### config.mk
export PLATFORM = sky130hd
export DESIGN_NAME = fc8_cpu
export DESIGN_NICKNAME = d
export VERILOG_FILES = /design/src/rtl/fc8_cpu_pkg.sv /design/src/rtl/fc8_alu.sv /design/src/rtl/fc8_cpu.sv
export SDC_FILE = /design/constraint.sdc
export NUM_CORES = 1
export LEC_CHECK = 0
export ABC_AREA = 1
export BUFFER_PORTS_ARGS = -buffer_cell sky130_fd_sc_hd__buf_2
export CELL_PAD_IN_SITES_DETAIL_PLACEMENT = 2
export CELL_PAD_IN_SITES_GLOBAL_PLACEMENT = 2
export CORE_UTILIZATION = 35
export DETAILED_ROUTE_END_ITERATION = 6
export PLACE_DENSITY = 0.92
export SLEW_MARGIN = 20
export SYNTH_ARGS = -nofsm -noshare
export SYNTH_HDL_FRONTEND = slang
export SYNTH_SLANG_ARGS = --single-unit
### constraint.sdc
create_clock -name clk -period 6.7 [get_ports clk]
set_input_delay 0.67 -clock clk [delete_from_list [all_inputs] [get_ports clk]]
set_output_delay 0.67 -clock clk [all_outputs]
set_load 0.02 [all_outputs]
### src/rtl/fc8_cpu_pkg.sv
// FC8 shared definitions: opcode encodings, flag bit positions, FSM states.
// Pure declarations; no timing or bus behaviour of its own.
package fc8_cpu_pkg;

   localparam logic [7:0] OP_LDA_IMM = 8'hA9;
   localparam logic [7:0] OP_LDA_ABS = 8'hAD;
   localparam logic [7:0] OP_STA_ABS = 8'h8D;
   localparam logic [7:0] OP_LDX_IMM = 8'hA2;
   localparam logic [7:0] OP_LDY_IMM = 8'hA0;
   localparam logic [7:0] OP_ADC_IMM = 8'h69;
   localparam logic [7:0] OP_CLC     = 8'h18;
   localparam logic [7:0] OP_SEC     = 8'h38;
   localparam logic [7:0] OP_CLI     = 8'h58;
   localparam logic [7:0] OP_SEI     = 8'h78;
   localparam logic [7:0] OP_NOP     = 8'hEA;
   localparam logic [7:0] OP_BCS_REL = 8'hB0;
   localparam logic [7:0] OP_BCC_REL = 8'h90;
   localparam logic [7:0] OP_BEQ_REL = 8'hF0;
   localparam logic [7:0] OP_BNE_REL = 8'hD0;
   localparam logic [7:0] OP_JMP_ABS = 8'h4C;
   localparam logic [7:0] OP_PHA     = 8'h48;
   localparam logic [7:0] OP_PLA     = 8'h68;
   localparam logic [7:0] OP_PHP     = 8'h08;
   localparam logic [7:0] OP_PLP     = 8'h28;

   localparam int C_FLAG_BIT = 0;
   localparam int Z_FLAG_BIT = 1;
   localparam int I_FLAG_BIT = 2;
   localparam int D_FLAG_BIT = 3;
   localparam int B_FLAG_BIT = 4;
   localparam int V_FLAG_BIT = 6;
   localparam int N_FLAG_BIT = 7;

   localparam logic [7:0] F_RESET = 8'h24;

   typedef enum logic [3:0] {
      ST_VEC_LO,
      ST_VEC_HI,
      ST_FETCH,
      ST_DECODE,
      ST_IMM,
      ST_ABS_LO,
      ST_ABS_HI,
      ST_ABS_RD,
      ST_ABS_WR,
      ST_PUSH,
      ST_PULL
   } state_t;

   function automatic logic [7:0] set_nz(input logic [7:0] flags, input logic [7:0] val);
      logic [7:0] r;
      r = flags;
      r[N_FLAG_BIT] = val[7];
      r[Z_FLAG_BIT] = (val == 8'h00);
      return r;
   endfunction

endpackage

### src/rtl/fc8_alu.sv
// FC8 binary add-with-carry and flag generation; purely combinational.
// No state, no handshake: outputs follow inputs in the same cycle.
module fc8_alu (
   input  logic [7:0] a,
   input  logic [7:0] m,
   input  logic       c_in,
   output logic [7:0] sum,
   output logic       c_out,
   output logic       v_out,
   output logic       n_out,
   output logic       z_out
);

   logic [8:0] full;

   assign full  = {1'b0, a} + {1'b0, m} + {8'h00, c_in};
   assign sum   = full[7:0];
   assign c_out = full[8];
   // Overflow: operands share a sign that the result does not.
   assign v_out = ~(a[7] ^ m[7]) & (a[7] ^ sum[7]);
   assign n_out = sum[7];
   assign z_out = (sum == 8'h00);

endmodule

### src/rtl/fc8_cpu.sv
// FC8 multi-cycle 8-bit CPU; one FSM state per clk, zero-wait-state memory port.
// Sole bus master: bus outputs are registered and set on entry to each bus state.
module fc8_cpu
   import fc8_cpu_pkg::*;
#(
   parameter logic [15:0] RESET_VEC = 16'hFFFC,
   parameter logic [15:0] SP_INIT   = 16'h0100
) (
   input  logic        clk,
   input  logic        rst_n,
   input  logic [7:0]  mem_data_in,
   output logic [15:0] mem_addr_out,
   output logic [7:0]  mem_data_out,
   output logic        mem_rd_en,
   output logic        mem_wr_en,
   input  logic        irq_n,
   input  logic        nmi_n
);

   state_t      state;
   logic [15:0] pc;
   logic [7:0]  opcode;
   logic [7:0]  a;
   logic [7:0]  x;
   logic [7:0]  y;
   logic [15:0] sp;
   logic [7:0]  f;
   logic [7:0]  ea_lo;

   logic [7:0]  alu_sum;
   logic        alu_c;
   logic        alu_v;
   logic        alu_n;
   logic        alu_z;
   logic [15:0] pc_inc;
   logic [15:0] br_target;
   logic [15:0] imm_pc;
   logic [15:0] abs_ea;
   logic        br_taken;
   logic        unused_irq;

   assign unused_irq = &{1'b0, irq_n, nmi_n};

   fc8_alu u_alu (
      .a     (a),
      .m     (mem_data_in),
      .c_in  (f[C_FLAG_BIT]),
      .sum   (alu_sum),
      .c_out (alu_c),
      .v_out (alu_v),
      .n_out (alu_n),
      .z_out (alu_z)
   );

   assign pc_inc    = pc + 16'd1;
   assign br_target = pc_inc + {{8{mem_data_in[7]}}, mem_data_in};
   assign abs_ea    = {mem_data_in, ea_lo};

   always_comb begin
      br_taken = 1'b0;
      case (opcode)
         OP_BCS_REL: br_taken = f[C_FLAG_BIT];
         OP_BCC_REL: br_taken = ~f[C_FLAG_BIT];
         OP_BEQ_REL: br_taken = f[Z_FLAG_BIT];
         OP_BNE_REL: br_taken = ~f[Z_FLAG_BIT];
         default:    br_taken = 1'b0;
      endcase
   end

   assign imm_pc = br_taken ? br_target : pc_inc;

   always_ff @(posedge clk or posedge rst_n) begin
      if (rst_n) begin
         state        <= ST_VEC_LO;
         pc           <= 16'h0000;
         opcode       <= OP_NOP;
         a            <= 8'h00;
         x            <= 8'h00;
         y            <= 8'h00;
         sp           <= SP_INIT;
         f            <= F_RESET;
         ea_lo        <= 8'h00;
         mem_addr_out <= 16'h0000;
         mem_data_out <= 8'h00;
         mem_rd_en    <= 1'b0;
         mem_wr_en    <= 1'b0;
      end else begin
         mem_rd_en <= 1'b0;
         mem_wr_en <= 1'b0;
         case (state)
            // First cycle after reset only arms the vector read.
            ST_VEC_LO: begin
               if (!mem_rd_en) begin
                  mem_addr_out <= RESET_VEC;
                  mem_rd_en    <= 1'b1;
               end else begin
                  pc[7:0]      <= mem_data_in;
                  mem_addr_out <= RESET_VEC + 16'd1;
                  mem_rd_en    <= 1'b1;
                  state        <= ST_VEC_HI;
               end
            end
            ST_VEC_HI: begin
               pc[15:8]     <= mem_data_in;
               mem_addr_out <= {mem_data_in, pc[7:0]};
               mem_rd_en    <= 1'b1;
               state        <= ST_FETCH;
            end
            ST_FETCH: begin
               opcode <= mem_data_in;
               pc     <= pc_inc;
               state  <= ST_DECODE;
            end
            ST_DECODE: begin
               case (opcode)
                  OP_LDA_IMM, OP_LDX_IMM, OP_LDY_IMM, OP_ADC_IMM,
                  OP_BCS_REL, OP_BCC_REL, OP_BEQ_REL, OP_BNE_REL: begin
                     mem_addr_out <= pc;
                     mem_rd_en    <= 1'b1;
                     state        <= ST_IMM;
                  end
                  OP_LDA_ABS, OP_STA_ABS, OP_JMP_ABS: begin
                     mem_addr_out <= pc;
                     mem_rd_en    <= 1'b1;
                     state        <= ST_ABS_LO;
                  end
                  OP_PHA, OP_PHP: begin
                     mem_addr_out <= sp;
                     mem_data_out <= (opcode == OP_PHA) ? a : (f | 8'h30);
                     mem_wr_en    <= 1'b1;
                     state        <= ST_PUSH;
                  end
                  OP_PLA, OP_PLP: begin
                     sp           <= sp - 16'd1;
                     mem_addr_out <= sp - 16'd1;
                     mem_rd_en    <= 1'b1;
                     state        <= ST_PULL;
                  end
                  default: begin
                     case (opcode)
                        OP_CLC:  f[C_FLAG_BIT] <= 1'b0;
                        OP_SEC:  f[C_FLAG_BIT] <= 1'b1;
                        OP_CLI:  f[I_FLAG_BIT] <= 1'b0;
                        OP_SEI:  f[I_FLAG_BIT] <= 1'b1;
                        default: ;
                     endcase
                     mem_addr_out <= pc;
                     mem_rd_en    <= 1'b1;
                     state        <= ST_FETCH;
                  end
               endcase
            end
            ST_IMM: begin
               case (opcode)
                  OP_LDA_IMM: begin
                     a <= mem_data_in;
                     f <= set_nz(f, mem_data_in);
                  end
                  OP_LDX_IMM: begin
                     x <= mem_data_in;
                     f <= set_nz(f, mem_data_in);
                  end
                  OP_LDY_IMM: begin
                     y <= mem_data_in;
                     f <= set_nz(f, mem_data_in);
                  end
                  OP_ADC_IMM: begin
                     a <= alu_sum;
                     f <= {alu_n, alu_v, f[5:2], alu_z, alu_c};
                  end
                  default: ;
               endcase
               pc           <= imm_pc;
               mem_addr_out <= imm_pc;
               mem_rd_en    <= 1'b1;
               state        <= ST_FETCH;
            end
            ST_ABS_LO: begin
               ea_lo        <= mem_data_in;
               pc           <= pc_inc;
               mem_addr_out <= pc_inc;
               mem_rd_en    <= 1'b1;
               state        <= ST_ABS_HI;
            end
            ST_ABS_HI: begin
               mem_addr_out <= abs_ea;
               if (opcode == OP_JMP_ABS) begin
                  pc        <= abs_ea;
                  mem_rd_en <= 1'b1;
                  state     <= ST_FETCH;
               end else if (opcode == OP_STA_ABS) begin
                  pc           <= pc_inc;
                  mem_data_out <= a;
                  mem_wr_en    <= 1'b1;
                  state        <= ST_ABS_WR;
               end else begin
                  pc        <= pc_inc;
                  mem_rd_en <= 1'b1;
                  state     <= ST_ABS_RD;
               end
            end
            ST_ABS_RD: begin
               a            <= mem_data_in;
               f            <= set_nz(f, mem_data_in);
               mem_addr_out <= pc;
               mem_rd_en    <= 1'b1;
               state        <= ST_FETCH;
            end
            ST_ABS_WR: begin
               mem_addr_out <= pc;
               mem_rd_en    <= 1'b1;
               state        <= ST_FETCH;
            end
            ST_PUSH: begin
               sp           <= sp + 16'd1;
               mem_addr_out <= pc;
               mem_rd_en    <= 1'b1;
               state        <= ST_FETCH;
            end
            ST_PULL: begin
               if (opcode == OP_PLA) begin
                  a <= mem_data_in;
                  f <= set_nz(f, mem_data_in);
               end else begin
                  f <= mem_data_in | 8'h20;
               end
               mem_addr_out <= pc;
               mem_rd_en    <= 1'b1;
               state        <= ST_FETCH;
            end
            default: begin
               mem_addr_out <= pc;
               mem_rd_en    <= 1'b1;
               state        <= ST_FETCH;
            end
         endcase
      end
   end

endmodule

# Yosys cells after proc, flatten, opt, wreduce, memory -nomap -nowiden
# Cells that the tools add are included.
[word_totals]
elab_cells = 142
output_inout_bits = 26
input_bits = 12
ff_bits = 92
[classes]
eq_ne = 42
addsub = 6
reduce_logical = 27
n_bitwise = 9
n_mux = 42
[ops]
columns = ["op", "n"]
rows = [
  ["$pmux 16 s7", 1],
  ["$eq 8x8->1 const B", 9],
  ["$pmux 16 s2", 2],
  ["$pmux 8 s4", 2],
  ["$eq 8x7->1 const B", 6],
  ["$mux 16", 3],
  ["$mux 8", 6],
  ["$pmux 8 s2", 3],
  ["$add 16x1->16 const B", 2],
  ["$pmux 8 s3", 1],
  ["$pmux 4 s5", 1],
  ["$add 16x16->16", 1],
  ["$eq 4x3->1 const B", 4],
  ["$eq 8x6->1 const B", 2],
  ["$logic_not 8->1", 2],
  ["$pmux 4 s4", 1],
  ["$sub 16x1->16 const B", 1],
  ["$pmux 5 s3", 1],
  ["$reduce_or 15->1", 1],
  ["$ne 2x2->1 const B", 7],
  ["$mux 4", 3],
  ["$pmux 1 s3", 4],
  ["$reduce_and 5->1", 2],
  ["$add 8x8->9", 1],
  ["27 further kinds", 60],
]

# Logic depth before layout (Yosys ltp)
[logic_depth]
depth_word = 6
ltp_mapped = 22
depth_no_buf = 22

# Cells and area by module
# From an unflattened synthesis, not the netlist that was laid out.
[unflattened]
cells_unflattened = 1276
hier_area_um2 = 8146.6
[by_module_without_submodules]
columns = ["module", "area_each_um2", "instances", "cells_per_inst", "seq_area_each_um2"]
rows = [
  ["fc8_cpu", 7633.6, 1, 1189, 2311.0],
  ["fc8_alu", 513.0, 1, 87, 0.0],
]

# Least setup slack after synthesis
# OpenSTA, ideal clock, no wires.
[synth_timing]
path_kind = "input -> register"
startpoint = "in mem_data_in[0]"
endpoint = "reg a[6]"
setup_slack_ns = 4.109
path_buffers = 0
stages = 12
arrival_ns = 2.467
setup_time_ns = 0.124
cell_sequence = "clkinv_1 -> fa_1 -> fa_1 -> nand3b_1 -> nand2_1 -> nand2_1 -> nand2_1 -> a21oi_1 -> xor2_1 -> nand2_1 -> o211ai_1 -> nand2_1"
[synth_between]
elab_chain_cells = 4
[synth_rtl]
columns = ["item", "line_no", "source"]
rows = [
  ["from (decl)", "fc8_cpu.sv:11", "input logic [7:0] mem_data_in,"],
  ["$add 8x8->9", "fc8_alu.sv:16", "assign full = {1'b0, a} + {1'b0, m} + {8'h00, c_in};"],
  ["$add 9x1->9", "fc8_alu.sv:16", ""],
  ["$pmux 8 s2", "fc8_cpu.sv:154", "case (opcode)"],
  ["$pmux 8 s3", "fc8_cpu.sv:90", "case (state)"],
  ["to (signal assigned)", "fc8_cpu.sv:156", "a <= mem_data_in;"],
  ["to (signal assigned)", "fc8_cpu.sv:168", "a <= alu_sum;"],
  ["to (signal assigned)", "fc8_cpu.sv:203", "a <= mem_data_in;"],
  ["to (decl)", "fc8_cpu.sv:23", "logic [7:0] a;"],
]
# No other way between the ends.
# A chain may end at the register's enable or synchronous reset.

# Worst setup path after layout
[layout_timing]
startpoint = "reg opcode[3]"
endpoint = "reg sp[2]"
[layout_between]
elab_chain_cells = 4
elab_cells_between_ends = 5
classes_between = "eq/ne: 3; reduce/logical: 2"
[layout_rtl]
columns = ["item", "line_no", "source"]
rows = [
  ["from (decl)", "fc8_cpu.sv:22", "logic [7:0] opcode;"],
  ["from (signal assigned)", "fc8_cpu.sv:110", "opcode <= mem_data_in;"],
  ["$eq 8x7->1 / $eq 8x6->1 (equally long branches)", "fc8_cpu.sv:115", "case (opcode)"],
  ["$reduce_or 2->1 *", "fc8_cpu.sv:115", ""],
  ["$ne 2x1->1 (no line) *", "n/a", ""],
  ["$reduce_and 2->1 (no line) *", "n/a", ""],
  ["to (signal assigned)", "fc8_cpu.sv:134", "sp <= sp - 16'd1;"],
  ["to (signal assigned)", "fc8_cpu.sv:215", "sp <= sp + 16'd1;"],
  ["to (decl)", "fc8_cpu.sv:26", "logic [15:0] sp;"],
]
# Mark *: on every way between the ends. The rest lies on a longest branch, timed or not.

==> flow_metrics.py <==
metrics = {
    "outcome": {
        "run_status": "complete, no violations",
    },
    "routing": {
        "drt-initial-drc-count": 594,
        "drc": 0,
        "drt-vias-per-instance": 5.95,
        "via_count": 8950,
        "drtPass1Iterations": 4,
        "postRouteWirelength_microns": 35700,
        "drtAntennaViolNets": 0,
        "wl_per_cell_microns": 23.8,
    },
    "clock_network": {
        "cts.hold.buffers_added": 0,
        "max-clock-path-buffers": 2,
        "cts_tree": "done",
        "post_cts_buffers": 0,
        "post_cts_resized": 0,
        "clock_latency_ns": 0.38,
        "clock_sinks": 92,
        "htreeDepth": 3,
        "path_clk_slew_ns": 0.08,
        "root_buffer": "sky130_fd_sc_hd__clkbuf_16",
        "tritoncts.num_buffers": 9,
    },
    "logic_synthesis": {
        "post_synth_instance_area_sq_mm": 0.00775,
        "synth-main-ff-cell": "sky130_fd_sc_hd__dfrtp_1",
        "synthCells": 1204,
        "yosysUniqueCellTypes": 50,
        "synth_seq_area_share": 0.298,
        "yosys.area.top_type": "sky130_fd_sc_hd__dfrtp_1",
        "synth_seq_cells": 92,
        "syn_avg_cell_area_sq_um": 6.44,
        "synth_enable_flop_cells": 0,
        "synth-warning-count": 0,
        "synth_nets": 1246,
        "synthTopCellsByArea": "sky130_fd_sc_hd__dfrtp_1, sky130_fd_sc_hd__nand2_1, sky130_fd_sc_hd__inv_1, sky130_fd_sc_hd__o21ai_0, sky130_fd_sc_hd__a21oi_1",
        "postSynth.asyncResetShare": 1.00,
        "area_share_of_the_leading_cell_type_in_the_synthesized_netlist": 0.274,
    },
    "finish": {
        "total_number_of_nets_in_the_final_design": 1261,
        "diodes": 0,
        "n_fill_cell": 2692,
        "areaGrowthSynthToFinish_pct": 9.33,
        "drive_gt1_frac": 0.0842,
        "design_area_sq_mm": 0.00848,
    },
    "timing": {
        "achievable_frequency_ghz": 0.253,
        "fin_skew_ns": 0.0171,
        "final-max-slew-violation-count": 0,
        "worst-slew-pin-transition_ns": 1.02,
        "grt_setup_unrepaired": "false",
        "finalSetupTns_ns": 0,
        "final_hold_viol_count": 0,
        "period_minus_slack_ns": 3.95,
        "max-slew-margin-rel": 0.312,
        "report.final.setup_viol": 0,
        "post-route-period-util": 0.590,
    },
    "critical_path": {
        "cpPeakStageDelay_ns": 0.77,
        "timing.critical_path.to_type": "register",
        "cpMostUsedCell": "sky130_fd_sc_hd__nand2_1",
        "cpMaxStageDelayCell": "sky130_fd_sc_hd__nor2_1",
        "regToRegSetupSlack_ns": 2.75,
        "critPathMaxFanout": 15,
        "worst-setup-path-type": "register to register",
        "timing.critical_path.buf_inv": 1,
        "timing.critical_path.arrival_ns": 4.18,
        "worst_setup_path_start_kind": "register",
        "crit_chain": "nand2_1 > nor2_2 > nand3_2 > nor2_1 > nand2_1 > nand2_1 > inv_1 > a21oi_1 > a31oi_1",
        "timing.critical_path.required_ns": 6.93,
        "path_delay_family": "simple AND/OR/NAND/NOR gates",
    },
    "die": {
        "rows": 54,
        "start_util": 0.356,
        "dieHeight_microns": 151,
        "die_width_microns": 151,
        "core_area_sq_mm": 0.0218,
        "die_area_sq_mm": 0.0228,
        "io_pins": 38,
    },
    "global_route": {
        "grt_pass1_vias": 9798,
        "global_route.usage.total": 0.330,
        "grt_first_pass_wirelength_microns": 56600,
        "grt_start_max_net_pins": 60,
        "grt_overflow": 0,
        "number_of_antenna_violations_at_the_first_check_in_global_routing": 0,
    },
    "pwr": {
        "peakVddDrop_v": 0.000158,
        "power_density_normalized_to_cell_area_mw_per_mm2": 578,
        "cellLeakagePower_nw": 4.11,
    },
    "place": {
        "placed_area_sq_mm": 0.00815,
        "gp_congestion": 0.898,
        "post_dp_hpwl_microns": 26300,
        "buffer_ports.inserted": 35,
    },
    "flow_run": {
        "max_cap_violations": 0,
    },
    "min_path": {
        "timing.hold.worst.class": "primary input to asynchronous set/reset pin",
    },
}
Yosys cell counts (2+ instances only):
cell type	count
sky130_fd_sc_hd__a21oi_1	93
sky130_fd_sc_hd__xnor2_1	6
sky130_fd_sc_hd__nor3_2	3
sky130_fd_sc_hd__nor2_2	5
sky130_fd_sc_hd__buf_4	5
sky130_fd_sc_hd__o21bai_1	4
sky130_fd_sc_hd__ha_1	27
sky130_fd_sc_hd__clkinv_1	4
sky130_fd_sc_hd__nor3_1	18
sky130_fd_sc_hd__inv_1	136
sky130_fd_sc_hd__buf_2	12
sky130_fd_sc_hd__o21ai_0	98
sky130_fd_sc_hd__clkbuf_1	19
sky130_fd_sc_hd__nand4_1	16
sky130_fd_sc_hd__nor2_4	3
sky130_fd_sc_hd__o21ai_1	13
sky130_fd_sc_hd__inv_2	9
sky130_fd_sc_hd__a32oi_1	2
sky130_fd_sc_hd__o31ai_1	2
sky130_fd_sc_hd__xor2_1	25
sky130_fd_sc_hd__a21o_1	2
sky130_fd_sc_hd__nand3b_1	2
sky130_fd_sc_hd__dfrtp_1	85
sky130_fd_sc_hd__nand3_1	77
sky130_fd_sc_hd__o21a_1	2
sky130_fd_sc_hd__a211oi_1	4
sky130_fd_sc_hd__o21ai_2	2
sky130_fd_sc_hd__nand2_2	5
sky130_fd_sc_hd__o22ai_1	8
sky130_fd_sc_hd__o2111ai_1	4
sky130_fd_sc_hd__a22oi_1	3
sky130_fd_sc_hd__nor2_1	108
sky130_fd_sc_hd__or2_2	5
sky130_fd_sc_hd__fa_1	3
sky130_fd_sc_hd__o221ai_1	5
sky130_fd_sc_hd__a31oi_1	7
sky130_fd_sc_hd__dfstp_2	7
sky130_fd_sc_hd__nand2_1	348
sky130_fd_sc_hd__o211ai_1	16
final timing paths:
kind / startpoint / endpoint / cells past startpoint
min in group clk: mem_addr_out[4]$_DFFE_PP0N_ / mem_addr_out[4]$_DFFE_PP0N_ / 2
setup / recovery: opcode[3]$_DFFE_PP1P_ / sp[2]$_DFFE_PP0P_ / 9
hold / removal: rst_n / mem_addr_out[3]$_DFFE_PP0N_ / 2
max in group asynchronous: rst_n / pc[15]$_DFFE_PP0P_ / 3
hold reg to reg: mem_addr_out[4]$_DFFE_PP0N_ / mem_addr_out[4]$_DFFE_PP0N_ / 2
setup reg to reg: opcode[3]$_DFFE_PP1P_ / sp[2]$_DFFE_PP0P_ / 9
flip-flops by register name (all words and copies together), names as in the netlist:
signal and flops:
sp 16, mem_addr_out 16, ea_lo 8, mem_data_out 8, mem_wr_en 1, a 8, state 4, f 6
mem_rd_en 1, opcode 8, pc 16
per-layer routing:
metal | GRT usage | part of all wire
met5 | 0 | 0
met1 | 0.415 | 0.42
met4 | 0.149 | 0.034
met2 | 0.560 | 0.49
met3 | 0.0458 | 0.057
layout by cell type (no fill, tap or decap), types with 4 or more instances in the layout:
cell type and n:
sky130_fd_sc_hd__buf_4 6, sky130_fd_sc_hd__a21oi_1 93, sky130_fd_sc_hd__o2111ai_1 4, sky130_fd_sc_hd__a31oi_1 7, sky130_fd_sc_hd__xnor2_1 6, sky130_fd_sc_hd__nand2_2 5, sky130_fd_sc_hd__o21bai_1 4, sky130_fd_sc_hd__xor2_1 25
sky130_fd_sc_hd__nand2_1 348, sky130_fd_sc_hd__nor2_1 108, sky130_fd_sc_hd__dfstp_2 7, sky130_fd_sc_hd__o21ai_1 13, sky130_fd_sc_hd__inv_1 135, sky130_fd_sc_hd__o21ai_0 98, sky130_fd_sc_hd__dfrtp_1 85, sky130_fd_sc_hd__o221ai_1 5
sky130_fd_sc_hd__nand4_1 16, sky130_fd_sc_hd__o22ai_1 8, sky130_fd_sc_hd__o211ai_1 16, sky130_fd_sc_hd__a211oi_1 4, sky130_fd_sc_hd__or2_2 5, sky130_fd_sc_hd__nor2_2 5, sky130_fd_sc_hd__clkbuf_16 9, sky130_fd_sc_hd__buf_2 35
sky130_fd_sc_hd__nor3_1 18, sky130_fd_sc_hd__ha_1 27, sky130_fd_sc_hd__inv_2 9, sky130_fd_sc_hd__nand3_1 77, sky130_fd_sc_hd__clkinv_1 4
kinds of logic (layout without fill, tap and decap cells):
group / count (synthesis) / count (layout) / share of synthesized area
buffers and inverters: 186 / 206 / 0.0954
DFF: 92 / 92 / 0.298
AOI/OAI and AO/OA: 270 / 270 / 0.196
xor gates and xnor gates: 31 / 31 / 0.0350
adders and majority gates: 30 / 30 / 0.0513
muxes: 1 / 1 / 0.00145
and+or+nand+nor: 594 / 594 / 0.322
report_power, final:
part | internal, mW | switching, mW | total (mW)
clock | 0.341 | 0.268 | 0.609
combinational | 0.922 | 2.23 | 3.15
sequential | 0.823 | 0.313 | 1.14
total | 2.09 | 2.81 | 4.90
layout make-up:
type                    count  area (sq um)  area share
multi-input cells         926          4700       0.555
flip-flops and latches     92          2310       0.273
inverters                 149           562      0.0663
well taps                 280           350      0.0413
clock buffers              10           239      0.0282
repair buffers             41           220      0.0260
clock inverters             6          91.3      0.0108
per-stage QoR:
step            util  hold WS (ns)  instances  worst slack (ns)  power [mW]
3_5_place_dp   0.374         0.465       1488              2.84        4.14
3_3_place_gp   0.374         0.460       1488              3.03        3.86
6_report       0.390         0.300       1504              2.75        4.90
2_1_floorplan      -         0.448       1204              3.65        3.16
5_1_grt        0.390         0.348       1504              2.55        5.25
4_1_cts        0.390         0.324       1504              2.77        4.85
Power figures use the tool's default switching activity.
